===== src/rtl/duplex_pkg.sv =====
// Shared definitions for the duplex channel selector.
// Holds the selector state encoding, the default fault threshold and hold
// time, and the widths of the internal counters and the mismatch counter.
package duplex_pkg;

    typedef enum logic [1:0] {
        PRI = 2'd0,
        SEC = 2'd1,
        DD  = 2'd2
    } state_t;

    localparam int DEF_THRESH = 3;
    localparam int DEF_HOLD   = 8;

    // MISM_CNT is a fixed 8-bit port, saturating at 255.
    localparam int MISM_W = 8;

    // THRESH tops out at 15 and HOLD at 255.
    localparam int BAD_W  = 4;
    localparam int HOLD_W = 8;

endpackage


===== src/rtl/sat_cnt.sv =====
// Saturating up-counter with a dominant synchronous clear.
// Ports:
//   clk   - rising-edge clock
//   rst   - asynchronous active-high reset, forces count to 0
//   inc   - count up by one, stopping at LIMIT
//   clr   - force count to 0 on the next edge (wins over inc)
//   count - current count
module sat_cnt #(
    parameter int WIDTH = 4,
    parameter int LIMIT = 3
) (
    input  logic             clk,
    input  logic             rst,
    input  logic             inc,
    input  logic             clr,
    output logic [WIDTH-1:0] count
);

    localparam logic [WIDTH-1:0] LIMIT_V = WIDTH'(LIMIT);

    // Count register: clear dominates, otherwise climb until the limit.
    always_ff @(posedge clk or posedge rst) begin
        if (rst) begin
            count <= '0;
        end else if (clr) begin
            count <= '0;
        end else if (inc && (count != LIMIT_V)) begin
            count <= count + 1'b1;
        end
    end

endmodule


===== src/rtl/duplex_sel_ctrl.sv =====
// Duplex channel selection controller.
// Watches two redundant channels, declares a channel faulty after THRESH
// consecutive invalid cycles and steers the external 2:1 mux select away
// from a faulty channel, rate-limited by a HOLD-cycle hold-off.
// Ports:
//   CK, R              - clock (rising edge), async active-high reset
//   A0, A1             - channel data (only compared for MISM_CNT)
//   V0, V1             - channel self-check valid flags
//   CLR                - one-cycle pulse clearing faults and counters
//   FORCE_EN, FORCE_SL - manual override of the select
//   SL                 - registered mux select (0 = A0, 1 = A1)
//   FAULT0, FAULT1     - sticky per-channel faults
//   DEAD               - both channels faulty
//   SWITCH             - one-cycle pulse after every SL change
//   MISM_CNT           - saturating count of valid-but-different samples
module duplex_sel_ctrl
    import duplex_pkg::*;
#(
    parameter int W      = 8,
    parameter int THRESH = DEF_THRESH,
    parameter int HOLD   = DEF_HOLD
) (
    input  logic              CK,
    input  logic              R,
    input  logic [W-1:0]      A0,
    input  logic [W-1:0]      A1,
    input  logic              V0,
    input  logic              V1,
    input  logic              CLR,
    input  logic              FORCE_EN,
    input  logic              FORCE_SL,
    output logic              SL,
    output logic              FAULT0,
    output logic              FAULT1,
    output logic              DEAD,
    output logic              SWITCH,
    output logic [MISM_W-1:0] MISM_CNT
);

    localparam logic [BAD_W-1:0]  THRESH_M1 = BAD_W'(THRESH - 1);
    localparam logic [HOLD_W-1:0] HOLD_V    = HOLD_W'(HOLD);
    localparam logic [MISM_W-1:0] MISM_MAX  = '1;

    logic [BAD_W-1:0]  bad0;
    logic [BAD_W-1:0]  bad1;
    logic              inc0;
    logic              inc1;
    logic              clr0;
    logic              clr1;
    logic              reach0;
    logic              reach1;
    state_t            state;
    state_t            state_next;
    logic              fsm_sel;
    logic              sl_next;
    logic [HOLD_W-1:0] hold;
    logic [HOLD_W-1:0] hold_next;

    // A valid sample restarts the run of bad cycles, as does CLR.
    assign inc0 = ~V0;
    assign inc1 = ~V1;
    assign clr0 = V0 | CLR;
    assign clr1 = V1 | CLR;

    sat_cnt #(
        .WIDTH (BAD_W),
        .LIMIT (THRESH)
    ) u_bad0 (
        .clk   (CK),
        .rst   (R),
        .inc   (inc0),
        .clr   (clr0),
        .count (bad0)
    );

    sat_cnt #(
        .WIDTH (BAD_W),
        .LIMIT (THRESH)
    ) u_bad1 (
        .clk   (CK),
        .rst   (R),
        .inc   (inc1),
        .clr   (clr1),
        .count (bad1)
    );

    // True on the edge where the counter steps onto THRESH.
    assign reach0 = inc0 && (bad0 == THRESH_M1);
    assign reach1 = inc1 && (bad1 == THRESH_M1);

    // Sticky faults; a threshold hit on the same edge as CLR still sets.
    always_ff @(posedge CK or posedge R) begin
        if (R) begin
            FAULT0 <= 1'b0;
            FAULT1 <= 1'b0;
        end else begin
            FAULT0 <= reach0 | (FAULT0 & ~CLR);
            FAULT1 <= reach1 | (FAULT1 & ~CLR);
        end
    end

    // Disagreement counter, only counting when both channels claim valid.
    always_ff @(posedge CK or posedge R) begin
        if (R) begin
            MISM_CNT <= '0;
        end else if (CLR) begin
            MISM_CNT <= '0;
        end else if (V0 && V1 && (A0 != A1) && (MISM_CNT != MISM_MAX)) begin
            MISM_CNT <= MISM_CNT + 1'b1;
        end
    end

    // Next state, select and hold-off.  The FSM looks at the registered
    // faults, so a switch lands one edge after the fault flag rises.  The
    // override drives SL directly but leaves the FSM running underneath;
    // without it, SL follows the FSM only once the hold-off has run out.
    always_comb begin
        state_next = state;
        case (state)
            PRI: begin
                if (FAULT0 && FAULT1) begin
                    state_next = DD;
                end else if (FAULT0 && (hold == '0)) begin
                    state_next = SEC;
                end
            end
            SEC: begin
                if (FAULT0 && FAULT1) begin
                    state_next = DD;
                end else if (FAULT1 && (hold == '0)) begin
                    state_next = PRI;
                end
            end
            DD: begin
                if (CLR) begin
                    state_next = PRI;
                end
            end
            default: state_next = PRI;
        endcase

        // DD keeps whatever select was last in force.
        fsm_sel = SL;
        if (state_next == PRI) begin
            fsm_sel = 1'b0;
        end else if (state_next == SEC) begin
            fsm_sel = 1'b1;
        end

        if (FORCE_EN) begin
            sl_next = FORCE_SL;
        end else if (hold == '0) begin
            sl_next = fsm_sel;
        end else begin
            sl_next = SL;
        end

        if (sl_next != SL) begin
            hold_next = HOLD_V;
        end else if (hold != '0) begin
            hold_next = hold - 1'b1;
        end else begin
            hold_next = hold;
        end
    end

    // Selector registers; SWITCH and DEAD are registered so every output
    // comes straight from a flop.
    always_ff @(posedge CK or posedge R) begin
        if (R) begin
            state  <= PRI;
            SL     <= 1'b0;
            hold   <= '0;
            SWITCH <= 1'b0;
            DEAD   <= 1'b0;
        end else begin
            state  <= state_next;
            SL     <= sl_next;
            hold   <= hold_next;
            SWITCH <= (sl_next != SL);
            DEAD   <= (state_next == DD);
        end
    end

endmodule


===== config.mk =====
export PLATFORM = sky130hd
export DESIGN_NAME = duplex_sel_ctrl
export DESIGN_NICKNAME = d
export VERILOG_FILES = /design/src/rtl/duplex_pkg.sv /design/src/rtl/sat_cnt.sv /design/src/rtl/duplex_sel_ctrl.sv
export SDC_FILE = /design/constraint.sdc
export NUM_CORES = 1
export LEC_CHECK = 0
export ABC_AREA = 1
export ABC_CLOCK_PERIOD_IN_PS = 3700
export CAP_MARGIN = 20
export CORE_MARGIN = 5
export CORE_UTILIZATION = 50
export DETAILED_ROUTE_END_ITERATION = 10
export GPL_TIMING_DRIVEN = 0
export PLACE_DENSITY = 0.83
export SETUP_SLACK_MARGIN = 0.3
export SKIP_CTS_REPAIR_TIMING = 1
export SYNTH_ARGS = -nofsm -noshare
export SYNTH_HDL_FRONTEND = slang
export SYNTH_HIERARCHICAL = 1
export SYNTH_SLANG_ARGS = --single-unit

===== constraint.sdc =====
create_clock -name CK -period 3.7 [get_ports CK]
set_input_delay 0.555 -clock CK [delete_from_list [all_inputs] [get_ports CK]]
set_output_delay 0.555 -clock CK [all_outputs]
set_load 0.01 [all_outputs]

==> flow_summary.json, run 1 <==
{
  "tightest_slew_ns": 0.867,
  "synthSimpleGateAreaFrac": 0.334,
  "hp-class": "in -> async",
  "seq_area_um2": 776,
  "synthArstFlopShare": 1.00,
  "wl_um": 3820,
  "period_needed_ns": 1.95,
  "r2r-start": "hold[0]$_DFFE_PP0P_",
  "synthFlopType": "dfrtp_1",
  "clock-sinks": 31,
  "relSlewSlack": 0.421,
  "finalSetupViolations": 0,
  "dp_slack_ns": 1.45,
  "drc": 0,
  "grt_first_pass_wirelength_um": 6690,
  "final_area_mm2": 0.00241,
  "die_width_um": 71.7,
  "synth-edff-count": 0,
  "syn_avg_cell_area_um2": 7.90,
  "via_count": 1613,
  "irDropWorstVdd_uv": 230,
  "final_cell_count_no_fill": 332,
  "pin_count": 36,
  "clkTransAtPathRegs_ns": 0.06,
  "arrival_ns": 2.12,
  "dp.cells": 324,
  "end_kind": "flop",
  "status": "complete, no violations",
  "clk_latency_ns": 0.29,
  "via_per_inst": 4.86,
  "required_ns": 3.87,
  "synth_top_family_by_area": "simple AND/OR/NAND/NOR gates",
  "drtPass1Iterations": 4,
  "synthMuxAreaShare": 0,
  "drive_gt1_frac": 0.148,
  "skew_ns": 0.00777,
  "finalMaxSlewViolations": 0,
  "multiInputGateArea_um2": 953,
  "syn_area_mm2": 0.00190,
  "regToRegSetupSlack_ns": 1.91,
  "grt_start_max_net_pins": 24,
  "die_h_um": 71.7,
  "fillers": 302,
  "maxCapViolations": 0,
  "grt_usage": 0.166,
  "gr-total-overflow": 0,
  "synthCells": 241,
  "routedWlPerCell_um": 11.5,
  "placed_cell_area_mm2": 0.00231,
  "dp_hpwl_um": 2950,
  "worst_slack_ns": 1.75,
  "start_kind": "primary input",
  "r2r_cells": 11,
  "ant_nets": 0,
  "drt_iter0_drc": 87,
  "dieArea_mm2": 0.00514,
  "yosys_warnings": 6,
  "io_buffers": 35,
  "synth_fp_nets": 269,
  "crit_path_start": "CLR",
  "p_leak_nw": 1.17,
  "gp_congestion": 0.853,
  "rsz0062_at_grt": "no",
  "core.rowCount": 22,
  "yosysSeqAreaShare": 0.407,
  "start_util": 0.516,
  "synth_cell_types": 31,
  "nets": 311,
  "synth_fa_ha_area_frac": 0.0329,
  "cts_buffer_depth": 2,
  "area_delta_synth_final_pct": 26.8,
  "path_max_fanout": 8,
  "max_freq_mhz": 514,
  "finalHoldViolations": 0,
  "core_mm2": 0.00369,
  "ys_ff_latch": 31,
  "worstReg2RegEnd": "hold[0]$_DFFE_PP0P_",
  "cp-endpoint": "hold[0]$_DFFE_PP0P_",
  "power_density_mw_per_mm2": 472,
  "finalCritPeriodShare": 0.526,
  "synth_xor_area_frac": 0.0736,
  "antenna_cells": 0,
  "cts.htree.levels": 2,
  "synth_compound_area_frac": 0.0604,
  "grt_pass1_vias": 1583,
  "cts_root_buffer": "clkbuf_8",
  "antenna_found_initial": 0,
  "cts_buffers": 5,
  "worstSetupPathType": "in -> reg",
  "cts_tree": "done",
  "tns_ns": 0
}
[report_power, final]
part	switching (W)	leakage (nW)	total, W	internal (W)
sequential	0.0000435	0.415	0.000435	0.000391
combinational	0.000236	0.701	0.000410	0.000174
clock	0.000126	0.0515	0.000295	0.000170
[per-stage QoR]
stage,power [W],utilization,hold slack (ns)
3_3_place_gp,0.000829,0.628,0.525
6_report,0.00114,0.655,0.510
2_1_floorplan,0.000746,-,0.321
3_5_place_dp,0.000846,0.628,0.528
4_1_cts,0.00115,0.655,0.499
5_1_grt,0.00122,0.655,0.517
[synth_stat cells (all sizes together), types with 2 or more instances]
library cell | instances | area share
a21oi | 7 | 0.018
a31oi | 2 | 0.0066
clkinv | 3 | 0.0072
dfrtp | 31 | 0.41
ha | 5 | 0.033
inv | 43 | 0.085
nand2 | 61 | 0.14
nand3 | 17 | 0.057
nand4 | 8 | 0.026
nor2 | 31 | 0.087
nor3 | 2 | 0.0053
o21ai | 7 | 0.018
xnor2 | 6 | 0.028
xor2 | 10 | 0.046
[placed cells by master (no fill, tap or decap), types with 8 or more instances in the layout]
cell             instances
nor2_1                  19
xor2_1                  10
dfrtp_1                 31
nand3_1                 14
nand2_1                 47
inv_1                   41
nand4_1                  8
nor2_2                  10
clkdlybuf4s50_1         35
nand2_2                 12
[critical path, cell delays in order]
cell	delay (ns)
clkdlybuf4s50_1	0.65
o21ai_0	0.12
nand2_1	0.14
nand2_2	0.07
a21oi_1	0.16
nand2_2	0.09
nand2_2	0.08
nand2_2	0.08
nand2_4	0.14
nor2_2	0.04
[area by class of cell]
class / count / area share
Timing Repair Buffer: 35 / 0.145
Sequential cell: 31 / 0.321
Clock buffer: 8 / 0.0415
Inverter: 46 / 0.0725
Multi-Input combinational cell: 164 / 0.395
Tap cell: 48 / 0.0249
[registers in the layout (all words and copies together) (netlist names)]
signal / cells
FAULT0: 1
SL: 1
SWITCH: 1
u_bad0/count: 4
FAULT1: 1
DEAD: 1
state: 2
hold: 8
u_bad1/count: 4
MISM_CNT: 8
[how the worst min path moves through the flow]
stage,startpoint,endpoint,slack [ns],cells past startpoint
finish,R,u_bad1/count[2]$_DFFE_PP0P_,0.51,2
global route,R,u_bad0/count[0]$_DFFE_PP0P_,0.52,2
detailed placement,hold[1]$_DFFE_PP0P_,hold[1]$_DFFE_PP0P_,0.53,2
CTS,R,u_bad1/count[2]$_DFFE_PP0P_,0.50,2
floorplan,R,u_bad0/count[0]$_DFFE_PP0P_,0.32,1
global placement,hold[1]$_DFFE_PP0P_,hold[1]$_DFFE_PP0P_,0.52,2
[metal layers]
| metal | GRT usage | vias to the layer above | wire length (um) | part of all wire |
|---|---|---|---|---|
| met2 | 0.282 | 26 | 1870 | 0.49 |
| met1 | 0.193 | 742 | 1700 | 0.45 |
| met3 | 0.0491 | 8 | 159 | 0.042 |
| li1 | - | 837 | - | - |
| met4 | 0.0772 | 0 | 82 | 0.021 |
| met5 | 0 | - | 0 | 0 |
[cells by family (layout without fill, tap and decap cells)]
logic type | after synthesis | count (layout)
compound gates | 20 | 20
xor+xnor | 16 | 16
fa+ha+maj | 5 | 5
buf+inv | 46 | 89
flops | 31 | 31
simple gates | 123 | 123
No activity file was read; power rests on OpenSTA's default activity.
==> inputs of run 2 (changes only) <==
ABC_CLOCK_PERIOD_IN_PS = 2000   (was 3700)
clock period = 2 ns   (was 3.7 ns; I/O delays follow)
==> run 2 against run 1 <==
Critical path depth grew 1. Utilization is 2.2 points higher. Routed wire length grew 8.2%. Via count is 2.4% higher. Largest cell class unchanged. Sequential power grew 87%. Combinational power is 120% higher. Setup slack got worse by 1.4 ns. Highest routed layer unchanged. Sequential cell count unchanged. Clock power grew 86%. Worst hold slack worse by 0.26 ns. Cell count is 1.8% higher. Non-clock buffer count is 6 higher.
==> flow_summary.json, run 2 (synthesized netlist as in run 1, its figures left out) <==
{
  "max_stage_delay_ns": 0.40,
  "cts_buffers": 5,
  "path_cells": "inv_2 -> ha_4 -> nand3_4 -> nor2_8 -> nand2_2 -> a21oi_2 -> nand2_2 -> nand2_2 -> nand2_2 -> nand2_4 -> nor2_2",
  "crit_top_cell": "nand2_2",
  "antenna_found_initial": 0,
  "clk_latency_ns": 0.29,
  "gr-total-overflow": 0,
  "p_leak_nw": 1.21,
  "finalHoldViolations": 0,
  "finalCritPeriodShare": 0.824,
  "hp-class": "in -> async",
  "reg_top3": "MISM_CNT x8, hold x8",
  "skew_ns": 0.00818,
  "grt_usage": 0.166,
  "cts_tree": "done",
  "antenna_cells": 0,
  "arrival_ns": 1.82,
  "core_mm2": 0.00369,
  "power_density_mw_per_mm2": 904,
  "relSlewSlack": 0.411,
  "cp_slowest_cell": "dfrtp_1",
  "clock-sinks": 31,
  "via_count": 1652,
  "pin_count": 36,
  "drt_iter0_drc": 70,
  "via_per_inst": 4.89,
  "start_util": 0.516,
  "worstSetupPathType": "reg -> reg",
  "cts_buffer_depth": 2,
  "fillers": 280,
  "regToRegSetupSlack_ns": 0.35,
  "die_h_um": 71.7,
  "wl_um": 4130,
  "path_max_fanout": 8,
  "io_buffers": 35,
  "status": "complete, no violations",
  "worst-path-buf-inv": 1,
  "ant_nets": 0,
  "finalSetupViolations": 0,
  "clkTransAtPathRegs_ns": 0.06,
  "core.rowCount": 22,
  "crit_family": "simple AND/OR/NAND/NOR gates",
  "required_ns": 2.17,
  "drtPass1Iterations": 4,
  "maxCapViolations": 0,
  "irDropWorstVdd_uv": 456,
  "dp_hpwl_um": 2950,
  "finalMaxSlewViolations": 0,
  "grt_pass1_vias": 1583,
  "tns_ns": 0,
  "routedWlPerCell_um": 12.2,
  "dieArea_mm2": 0.00514,
  "period_needed_ns": 1.65,
  "drc": 0,
  "end_kind": "flop",
  "layout_commonest_cell": "nand2_1",
  "area_delta_synth_final_pct": 31.1,
  "die_width_um": 71.7,
  "final_area_mm2": 0.00250,
  "mostFrequentLayoutCells": "45 x nand2_1, 39 x inv_1, 34 x clkdlybuf4s50_1, 31 x dfrtp_1, 17 x nor2_1",
  "gp_congestion": 0.853,
  "drive_gt1_frac": 0.197,
  "tightest_slew_ns": 0.882,
  "grt_start_max_net_pins": 24,
  "placed_cell_area_mm2": 0.00231,
  "rsz0062_at_grt": "no",
  "cts_root_buffer": "clkbuf_8",
  "start_kind": "flop",
  "nets": 317,
  "cts.htree.levels": 2,
  "grt_first_pass_wirelength_um": 6690,
  "max_freq_mhz": 607
}
-- run 2: final timing paths --
check                                                  from  depth (start not counted)                          end
worst max register to register          hold[0]$_DFFE_PP0P_                         11          hold[0]$_DFFE_PP0P_
worst min register to register  u_bad0/count[1]$_DFFE_PP0P_                          2  u_bad0/count[1]$_DFFE_PP0P_
min in group CK                                         CLR                          2      MISM_CNT[1]$_DFFE_PP0P_
worst min-delay path                                      R                          2  u_bad1/count[2]$_DFFE_PP0P_
max in group asynchronous                                 R                          2                 SL$_DFF_PP0_
worst max-delay path                    hold[0]$_DFFE_PP0P_                         11          hold[0]$_DFFE_PP0P_
-- run 2: metal layers --
metal / up-vias / GRT usage / share of wire
li1: 849 / - / -
met1: 763 / 0.193 / 0.44
met4: 0 / 0.0772 / 0.024
met5: - / 0 / 0
met3: 9 / 0.0491 / 0.039
met2: 31 / 0.282 / 0.49
-- run 2: worst reg2reg max path, stage by stage (launching register included) --
cell     delay [ns]
dfrtp_1        0.40
inv_2          0.10
ha_4           0.16
nand3_4        0.09
nor2_8         0.14
nand2_2        0.08
a21oi_2        0.13
nand2_2        0.08
nand2_2        0.08
nand2_2        0.08
nand2_4        0.15
nor2_2         0.05
-- run 2: where the power goes --
part	switching [W]	internal [W]	leakage, nW
registers	0.0000909	0.000724	0.415
clock network	0.000236	0.000314	0.0515
logic	0.000494	0.000398	0.743
total	0.000821	0.00144	1.21
-- run 2: cell type report --
class,instances,area (um^2),share of cell area
Multi-Input combinational cell,164,988,0.396
Sequential cell,31,776,0.311
Timing Repair Buffer,41,398,0.159
Inverter,46,175,0.0701
Clock buffer,8,100,0.0401
Tap cell,48,60.1,0.0240
-- run 2: through the flow --
stage	setup slack [ns]	std cells	hold slack (ns)	utilization	power, W
floorplan	0.382	241	0.0661	-	0.00138
global placement	0.0316	324	0.525	0.628	0.00153
detailed placement	0.00789	324	0.528	0.628	0.00156
CTS	0.209	332	0.244	0.655	0.00212
global route	0.252	338	0.262	0.677	0.00239
finish	0.352	338	0.254	0.677	0.00226
